--- config.mk ---
export PLATFORM = sky130hd
export DESIGN_NAME = spi_ram_burst
export DESIGN_NICKNAME = d
export VERILOG_FILES = /design/src/rtl/spi_ram_pkg.sv /design/src/rtl/spi_ram_array.sv /design/src/rtl/spi_ram_burst.sv
export SDC_FILE = /design/constraint.sdc
export NUM_CORES = 2
export LEC_CHECK = 0
export CELL_PAD_IN_SITES_DETAIL_PLACEMENT = 1
export CELL_PAD_IN_SITES_GLOBAL_PLACEMENT = 1
export CORE_MARGIN = 3
export CORE_UTILIZATION = 43
export CTS_CLUSTER_DIAMETER = 200
export DETAILED_ROUTE_END_ITERATION = 16
export HOLD_SLACK_MARGIN = 0.06
export PLACE_DENSITY = 0.67
export SLEW_MARGIN = 40
export SYNTH_ARGS = -nofsm -noshare
export SYNTH_HDL_FRONTEND = slang
export SYNTH_SLANG_ARGS = --single-unit
--- constraint.sdc ---
create_clock -name clk -period 4.76 [get_ports clk]
set_input_delay 0.952 -clock clk [delete_from_list [all_inputs] [get_ports clk]]
set_output_delay 0.952 -clock clk [all_outputs]
set_load 0.1 [all_outputs]
--- src/rtl/spi_ram_pkg.sv ---
// Shared types and limits for the burst-capable SPI RAM.
package spi_ram_pkg;

    localparam int unsigned MAX_RD_LATENCY = 4;
    localparam int unsigned CNT_W          = 2;

    typedef enum logic [1:0] {
        CMD_WR_ADDR = 2'b00,
        CMD_WR_DATA = 2'b01,
        CMD_RD_ADDR = 2'b10,
        CMD_RD_DATA = 2'b11
    } cmd_e;

    typedef enum logic [1:0] {
        IDLE    = 2'b00,
        RD_PEND = 2'b01,
        RD_OUT  = 2'b10
    } state_e;

endpackage

--- src/rtl/spi_ram_array.sv ---
// Single-port storage array: synchronous write, registered read port.
module spi_ram_array #(
    parameter int unsigned ADDR_W = 8,
    parameter int unsigned DATA_W = 8
) (
    input  logic              clk,
    input  logic              rst_n,
    input  logic              we_i,
    input  logic              re_i,
    input  logic [ADDR_W-1:0] addr_i,
    input  logic [DATA_W-1:0] wdata_i,
    output logic [DATA_W-1:0] rdata_o
);

    localparam int unsigned DEPTH = 1 << ADDR_W;

    logic [DATA_W-1:0] mem_q [DEPTH];
    logic [DATA_W-1:0] rdata_q;

    // Storage is deliberately left unreset.
    always_ff @(posedge clk) begin
        if (we_i) begin
            mem_q[addr_i] <= wdata_i;
        end
    end

    // Read register holds its value between reads; it alone is reset.
    always_ff @(posedge clk or negedge rst_n) begin
        if (!rst_n) begin
            rdata_q <= '0;
        end else if (re_i) begin
            rdata_q <= mem_q[addr_i];
        end
    end

    assign rdata_o = rdata_q;

endmodule

--- src/rtl/spi_ram_burst.sv ---
// Command decoder, read sequencer and address registers in front of the RAM array.
module spi_ram_burst
    import spi_ram_pkg::*;
#(
    parameter int unsigned ADDR_W     = 8,
    parameter int unsigned DATA_W     = 8,
    parameter int unsigned RD_LATENCY = 1,
    parameter int unsigned AUTO_INC   = 1
) (
    input  logic              clk,
    input  logic              rst_n,
    input  logic              rx_valid,
    input  logic [DATA_W+1:0] din,
    output logic [DATA_W-1:0] dout,
    output logic              tx_valid,
    output logic              busy,
    output logic              err
);

    if (ADDR_W > DATA_W) begin : g_chk_addr_w
        $error("spi_ram_burst: ADDR_W must not exceed DATA_W");
    end
    if ((RD_LATENCY < 1) || (RD_LATENCY > MAX_RD_LATENCY)) begin : g_chk_latency
        $error("spi_ram_burst: RD_LATENCY out of range 1..MAX_RD_LATENCY");
    end

    state_e             state_q,    state_d;
    logic [ADDR_W-1:0]  wr_addr_q,  wr_addr_d;
    logic [ADDR_W-1:0]  rd_addr_q,  rd_addr_d;
    logic               rd_armed_q, rd_armed_d;
    logic [CNT_W-1:0]   cnt_q,      cnt_d;
    logic               busy_q,     busy_d;
    logic               err_q,      err_d;
    logic               tx_valid_q, tx_valid_d;

    logic               we_c;
    logic               re_c;
    logic [ADDR_W-1:0]  mem_addr_c;
    cmd_e               cmd_c;
    logic [DATA_W-1:0]  payload_c;

    assign cmd_c     = cmd_e'(din[DATA_W+1:DATA_W]);
    assign payload_c = din[DATA_W-1:0];

    // Next-state logic: command decode in IDLE, latency countdown, drop-and-flag when not idle.
    always_comb begin
        state_d    = state_q;
        wr_addr_d  = wr_addr_q;
        rd_addr_d  = rd_addr_q;
        rd_armed_d = rd_armed_q;
        cnt_d      = cnt_q;
        busy_d     = 1'b0;
        err_d      = 1'b0;
        tx_valid_d = 1'b0;
        we_c       = 1'b0;
        re_c       = 1'b0;

        case (state_q)
            IDLE: begin
                if (rx_valid) begin
                    case (cmd_c)
                        CMD_WR_ADDR: begin
                            wr_addr_d = payload_c[ADDR_W-1:0];
                        end
                        CMD_WR_DATA: begin
                            we_c = 1'b1;
                            if (AUTO_INC != 0) begin
                                wr_addr_d = wr_addr_q + ADDR_W'(1);
                            end
                        end
                        CMD_RD_ADDR: begin
                            rd_addr_d  = payload_c[ADDR_W-1:0];
                            rd_armed_d = 1'b1;
                        end
                        CMD_RD_DATA: begin
                            if (rd_armed_q) begin
                                state_d = RD_PEND;
                                cnt_d   = CNT_W'(RD_LATENCY - 1);
                                busy_d  = 1'b1;
                            end else begin
                                err_d = 1'b1;
                            end
                        end
                        default: ;
                    endcase
                end
            end
            RD_PEND: begin
                err_d = rx_valid;
                if (cnt_q == '0) begin
                    re_c       = 1'b1;
                    tx_valid_d = 1'b1;
                    state_d    = RD_OUT;
                    if (AUTO_INC != 0) begin
                        rd_addr_d = rd_addr_q + ADDR_W'(1);
                    end else begin
                        rd_armed_d = 1'b0;
                    end
                end else begin
                    cnt_d  = cnt_q - CNT_W'(1);
                    busy_d = 1'b1;
                end
            end
            RD_OUT: begin
                err_d   = rx_valid;
                state_d = IDLE;
            end
            default: begin
                state_d = IDLE;
            end
        endcase
    end

    // Reads and writes never overlap, so one address port serves both.
    assign mem_addr_c = re_c ? rd_addr_q : wr_addr_q;

    // State and registered outputs.
    always_ff @(posedge clk or negedge rst_n) begin
        if (!rst_n) begin
            state_q    <= IDLE;
            wr_addr_q  <= '0;
            rd_addr_q  <= '0;
            rd_armed_q <= 1'b0;
            cnt_q      <= '0;
            busy_q     <= 1'b0;
            err_q      <= 1'b0;
            tx_valid_q <= 1'b0;
        end else begin
            state_q    <= state_d;
            wr_addr_q  <= wr_addr_d;
            rd_addr_q  <= rd_addr_d;
            rd_armed_q <= rd_armed_d;
            cnt_q      <= cnt_d;
            busy_q     <= busy_d;
            err_q      <= err_d;
            tx_valid_q <= tx_valid_d;
        end
    end

    spi_ram_array #(
        .ADDR_W (ADDR_W),
        .DATA_W (DATA_W)
    ) u_array (
        .clk     (clk),
        .rst_n   (rst_n),
        .we_i    (we_c),
        .re_i    (re_c),
        .addr_i  (mem_addr_c),
        .wdata_i (payload_c),
        .rdata_o (dout)
    );

    assign tx_valid = tx_valid_q;
    assign busy     = busy_q;
    assign err      = err_q;

endmodule

Word-level counts from Yosys, hierarchy flattened
Memories as Yosys holds them, arrays and structs flattened. A register that Yosys moved wholly into a read port is not among the register bits.
Index checks and enable logic that the tools add are counted.

word-level totals
  bits in registers = 24
  memories kept = 1
  input bits = 13
  memory bits (writable) = 2,048

operators by class
  add/subtract/negate cells = 3
  reductions and logical operators = 12
  equality and inequality tests = 11
  mux-type cells = 32

memory list
  name           words  width  rd ports  clocked after Yosys merged registers in  wr ports  RTL line             source
  u_array.mem_q  256    8      1         1                                        1         spi_ram_array.sv:17  logic [DATA_W-1:0] mem_q [DEPTH];

operators with widths
  kind                   number
  $mux W8                4
  $pmux W8 S2            2
  $add A8 B1 Y8 const B  2
  $mux W2                8
  $mux W1                14
  $ne A2 B2 Y1 const B   4
  $pmux W2 S2            2
  $reduce_and A4 Y1      2
  $eq A2 B2 Y1 const B   3
  $logic_not A2 Y1       3
  $reduce_and A3 Y1      2
  $reduce_and A5 Y1      1
  $eq A2 B1 Y1 const B   2
  $ne A2 B1 Y1 const B   2
  $pmux W1 S2            2
  $reduce_bool A2 Y1     2
  $reduce_or A2 Y1       1
  $sub A2 B1 Y2 const B  1
  $logic_not A1 Y1       1

Longest topological paths before layout
  word-level depth = 6
  gate-level depth with buffers = 18
  gate-level depth less buffers = 12

Hierarchy
From an unflattened synthesis, not the netlist that was laid out.

unflattened totals
  cell total of the unflattened synthesis = 3,765
  area total of the unflattened synthesis = 81,096.5 um^2

by module, submodules not included
  module         area an instance (um^2)  sequential area each (um^2)  times used  cells each
  spi_ram_array  79,532.5                 61,699.2                     1           3,591
  spi_ram_burst  1,564.0                  600.6                        1           174

Worst setup path after synthesis
OpenSTA, ideal clock, no wires.

  path kind = reg2reg
  start point = register cnt_q[0]
  end point = memory u_array.mem_q[80][0] (enable)
  buffers on the path = 7
  data required time = 4.390 ns
  slack = 1.298 ns
  arrival = 3.092 ns
  stages on the path, launching flop included = 17
  setup time = 0.370 ns
  path through = dfrtp_1 inv_1 ha_1 buf_4 nand2_4 inv_2 nor3_1 or2_1 buf_2 buf_4 buf_4 buf_2 buf_2 nor2b_1 nand2_1 buf_2 nor2_1

between the ends
  cells in the longest elaborated chain, start to end = 4

RTL lines
  element                 RTL line              source
  from (decl)             spi_ram_burst.sv:31   logic [CNT_W-1:0] cnt_q, cnt_d;
  from (signal assigned)  spi_ram_burst.sv:133  cnt_q <= cnt_d;
  $logic_not A2 Y1        spi_ram_burst.sv:90   if (cnt_q == '0) begin
  $mux W1                 spi_ram_burst.sv:90
  $mux W1                 spi_ram_burst.sv:58   case (state_q)
  $mux W8                 spi_ram_burst.sv:115  assign mem_addr_c = re_c ? rd_addr_q : wr_addr_q;
  to (decl)               spi_ram_array.sv:17

No other way between the ends.

Worst setup path in the final report
  start point = register cnt_q[0]
  end point = register u_array.rdata_q[4], in the netlist u_array.rdata_o[4] (read register of u_array.mem_q)

between the ends
  cells in the longest elaborated chain, start to end = 4

RTL lines
  element             RTL line              source
  $logic_not A2 Y1 *  spi_ram_burst.sv:90
  $mux W1 *           spi_ram_burst.sv:90
  $mux W1 *           spi_ram_burst.sv:58
  $mux W8             spi_ram_burst.sv:115
  to (decl)           spi_ram_array.sv:18   logic [DATA_W-1:0] rdata_q;

Mark *: on every way between the ends. The rest lies on a longest branch, timed or not.
A chain may end at the register's enable or synchronous reset.

==> summary.txt <==
Synth
  – Synthesis-stage register bit count: ~2,100
  – Seq/Total Area, Yosys: 79.8%
  – Cell area after synthesis: roughly 78,000 sq um
  – Synthesized area per cell: ~18 sq um
  – Cell count after synthesis: around 4,400
  – Synth unique cells: 70
  – Warning count from the yosys run: 0
  – Net count after synthesis: about 4,400
  – Post-synth top flop: sky130_fd_sc_hd__edfxtp_1
  – Fraction of registers with async set/reset: 1.54%
  – Count of flip-flops with a built-in enable after synthesis: 2,048

Hold path
  – Min-delay worst type: primary input to flop
  – Endpoint, Worst Hold: u_array.mem_q[41][3]
  – Worst hold path startpoint: din[3]
  – Cell count of the worst hold path: 1

STA
  – Setup repair after global routing missed its margin: false
  – Peak clock frequency supported by timing: ~0.21 GHz
  – Tightest hold margin: between 0.5 and 0.6 ns
  – Least-Margin Pin Slew: between 0.9 and 1 ns
  – Final clock skew: approximately 0.045 ns
  – Fraction of the cycle the final worst path needs: a little under 100%
  – Number of hold violations in the final report: 0
  – Max-slew violation total from the final report: 0
  – Clock period minus final worst setup slack: between 4 and 5 ns
  – Slew HR: 34.8%
  – TNS Setup: 0 ns
  – Final setup violation count: 0

Floorplanning
  – Vertical die dimension: between 400 and 500 um
  – Row count: approximately 160
  – Std-Cell Core Area: about 180,000 sq um
  – Top-Level Pins: 24
  – Full die area: between 150,000 and 200,000 sq um
  – Width of the chip: 432 um
  – Initial core utilization: approximately 43%

Placed design
  – Placer Congestion: ~0.85
  – Count of input and output buffers: 23
  – Placed wire-length estimate after detailed placement: approximately 150,000 um
  – Placement Cell Area: 83,400 sq um
  – Total placed cells including tap cells: approximately 6,800

Worst setup path
  – Kind of end point of the critical path: flop
  – Worst-case reg-to-reg path depth: 14
  – Worst reg2reg path endpoint: u_array.rdata_o[4]
  – Arrival time of data at the critical path endpoint: approximately 5.5 ns
  – Kind of start point of the critical path: flop
  – Reg-to-reg startpoint: cnt_q[0]
  – Data required time of the worst path: roughly 5.5 ns
  – Maximum fanout along the worst path: 40
  – WS Path Type: flop to flop
  – FF-to-FF setup slack: about 0.038 ns

CTS
  – CTS root buf: sky130_fd_sc_hd__clkbuf_16
  – Number of sinks driven by the clock tree: approximately 2,100
  – Clock transition at the register clock pins on the worst setup and hold paths after CTS: roughly 0.07 ns
  – Clock Latency Late Sink: roughly 0.84 ns
  – CTS HTree Levels: 4
  – Total CTS buffers: ~200
  – Maximum clock path buffer count: 3
  – Post-CTS Setup Bufs: 0
  – TritonCTS clock tree: built

Routing
  – Post-DRT Antenna Nets: 0
  – WL final: ~240,000 um
  – DRC viols: 0
  – Number of iterations in the first detailed-routing pass: 5
  – Via/cell ratio: around 6.5
  – DRT iter0 DRCs: ~6,000
  – Detailed-route wire length per cell: around 33 um
  – Vias after detailed routing: between 40,000 and 50,000

Outcome
  – Run status: finished, final reports clean

Layout
  – Area added between synthesis and finish: 15.5%
  – Final instance area: 90,100 sq um
  – Final net count: 4,696
  – Most common cell after layout, fill and taps aside: sky130_fd_sc_hd__edfxtp_1
  – Final non-filler cell total: 7,211
  – Layout cell share with drive strength beyond 1: between 10% and 20%
  – Most frequent cells in the layout: 2,048 x sky130_fd_sc_hd__edfxtp_1, 365 x sky130_fd_sc_hd__a221oi_1, 349 x sky130_fd_sc_hd__buf_4, 331 x sky130_fd_sc_hd__a221o_1, 241 x sky130_fd_sc_hd__nor2_1

Global routing
  – Vias in the first global route: roughly 47,000
  – GR Util All Layers: 25.0%
  – Final global-route overflow total: 0
  – First-pass GRT wire length: about 340,000 um
  – Largest net degree at the start of global routing: around 120
  – Antenna violations before repair: 12

Power and ir drop
  – Leakage: about 28 nW
  – Worst-case vdd ir drop: 0.602 mV
  – Pwr per Cell Area: around 640 nW/um^2

Run
  – # Max-Cap Violations: 0
==> metrics by stage <==
stage	util, %	power [mW]	setup slack [ns]
floorplan	-	32.1	1.30
global placement	46.4	41.8	0.282
CTS	50.1	58.0	0.0549
global route	50.2	59.9	0.0165
detailed placement	46.5	42.1	0.163
finish	50.2	58.1	0.0380
==> where the power goes <==
| group | total, mW | internal, mW | switching [mW] |
|---|---|---|---|
| combinational | 21.6 | 6.91 | 14.7 |
| sequential | 20.6 | 20.3 | 0.279 |
| clock | 16.0 | 9.05 | 6.92 |
==> registers in the layout, indices dropped and copies added (netlist names) <==
register,count
u_array.mem_q,2048
rd_addr_q,8
u_array.rdata_o,8
wr_addr_q,8
cnt_q,2
state_q,2
busy,1
err,1
rd_armed_q,1
tx_valid,1
==> how the worst max path moves through the flow <==
stage | slack, ns | end | from
2_1_floorplan | 1.30 | u_array.mem_q[80][0] | cnt_q[0]
3_3_place_gp | 0.28 | u_array.rdata_o[1] | cnt_q[0]
3_5_place_dp | 0.16 | u_array.rdata_o[6] | state_q[1]
4_1_cts | 0.05 | u_array.rdata_o[6] | state_q[1]
5_1_grt | 0.02 | u_array.rdata_o[6] | state_q[1]
6_report | 0.04 | u_array.rdata_o[4] | cnt_q[0]
==> worst max-delay path, stage by stage, from the launching register on <==
cell                        delay [ns]
sky130_fd_sc_hd__dfrtp_1          0.41
sky130_fd_sc_hd__inv_1            0.08
sky130_fd_sc_hd__ha_1             0.24
sky130_fd_sc_hd__nand2_4          0.28
sky130_fd_sc_hd__inv_2            0.17
sky130_fd_sc_hd__o21ai_4          0.62
sky130_fd_sc_hd__buf_12           0.31
sky130_fd_sc_hd__buf_12           0.27
sky130_fd_sc_hd__a22o_1           0.15
sky130_fd_sc_hd__a2111oi_0        0.05
sky130_fd_sc_hd__a21oi_1          0.28
sky130_fd_sc_hd__nor4b_1          0.73
sky130_fd_sc_hd__o21ai_0          0.53
sky130_fd_sc_hd__a21o_1           0.29
sky130_fd_sc_hd__a31oi_1          0.17
==> kinds of logic after synthesis <==
logic type / count (synthesis) / share of synthesized area [%]
simple gates: 654 / 3.94
flops: 2080 / 79.8
mux: 8 / 0.140
buf+inv: 356 / 2.13
compound gates: 1287 / 13.8
fa+ha+maj: 7 / 0.112
==> cell usage after synthesis, drive strengths merged (7+ instances only) <==
cell,count,area share [%]
a21oi,90,0.58
clkbuf,135,0.65
edfxtp,2048,79
inv,8,0.038
nand3,75,0.48
a221oi,368,4.2
o22ai,12,0.096
dfrtp,32,1.0
and2,38,0.30
o21ai,68,0.45
nand2b,8,0.064
nand2,112,0.58
nor4,78,0.63
a311oi,24,0.27
ha,7,0.11
nand4,25,0.20
nor2,283,1.4
a22oi,225,2.2
a22o,59,0.66
a2111oi,37,0.42
buf,213,1.4
a21o,18,0.17
o41ai,7,0.088
a221o,331,4.2
==> metal layers <==
metal / GRT usage, % / routed length, um / up-vias
met1: 35.3 / 97600 / 24900
met2: 39.7 / 113000 / 2117
met3: 4.44 / 19100 / 415
li1: - / - / 19300
met5: 0 / 27 / -
met4: 8.04 / 7890 / 4
==> area by class of cell <==
class | count | area [sq um]
clock buffers | 262 | 5400
clock inverters | 120 | 1150
inverters | 8 | 30.0
multi-input cells | 1956 | 14300
flip-flops and latches | 2080 | 62300
fillers | 16400 | 89300
diodes | 2 | 5.00
repair buffers | 428 | 4000
well taps | 2355 | 2950
==> repair_timing <==
action | in CTS | in global routing
setup endpoints to repair | 0 | 1
hold buffers | 1 | 0
resized for setup | 0 | 1
endpoints found under the hold margin | 16 | 0
Note: power is estimated with default switching activity, not from simulation.
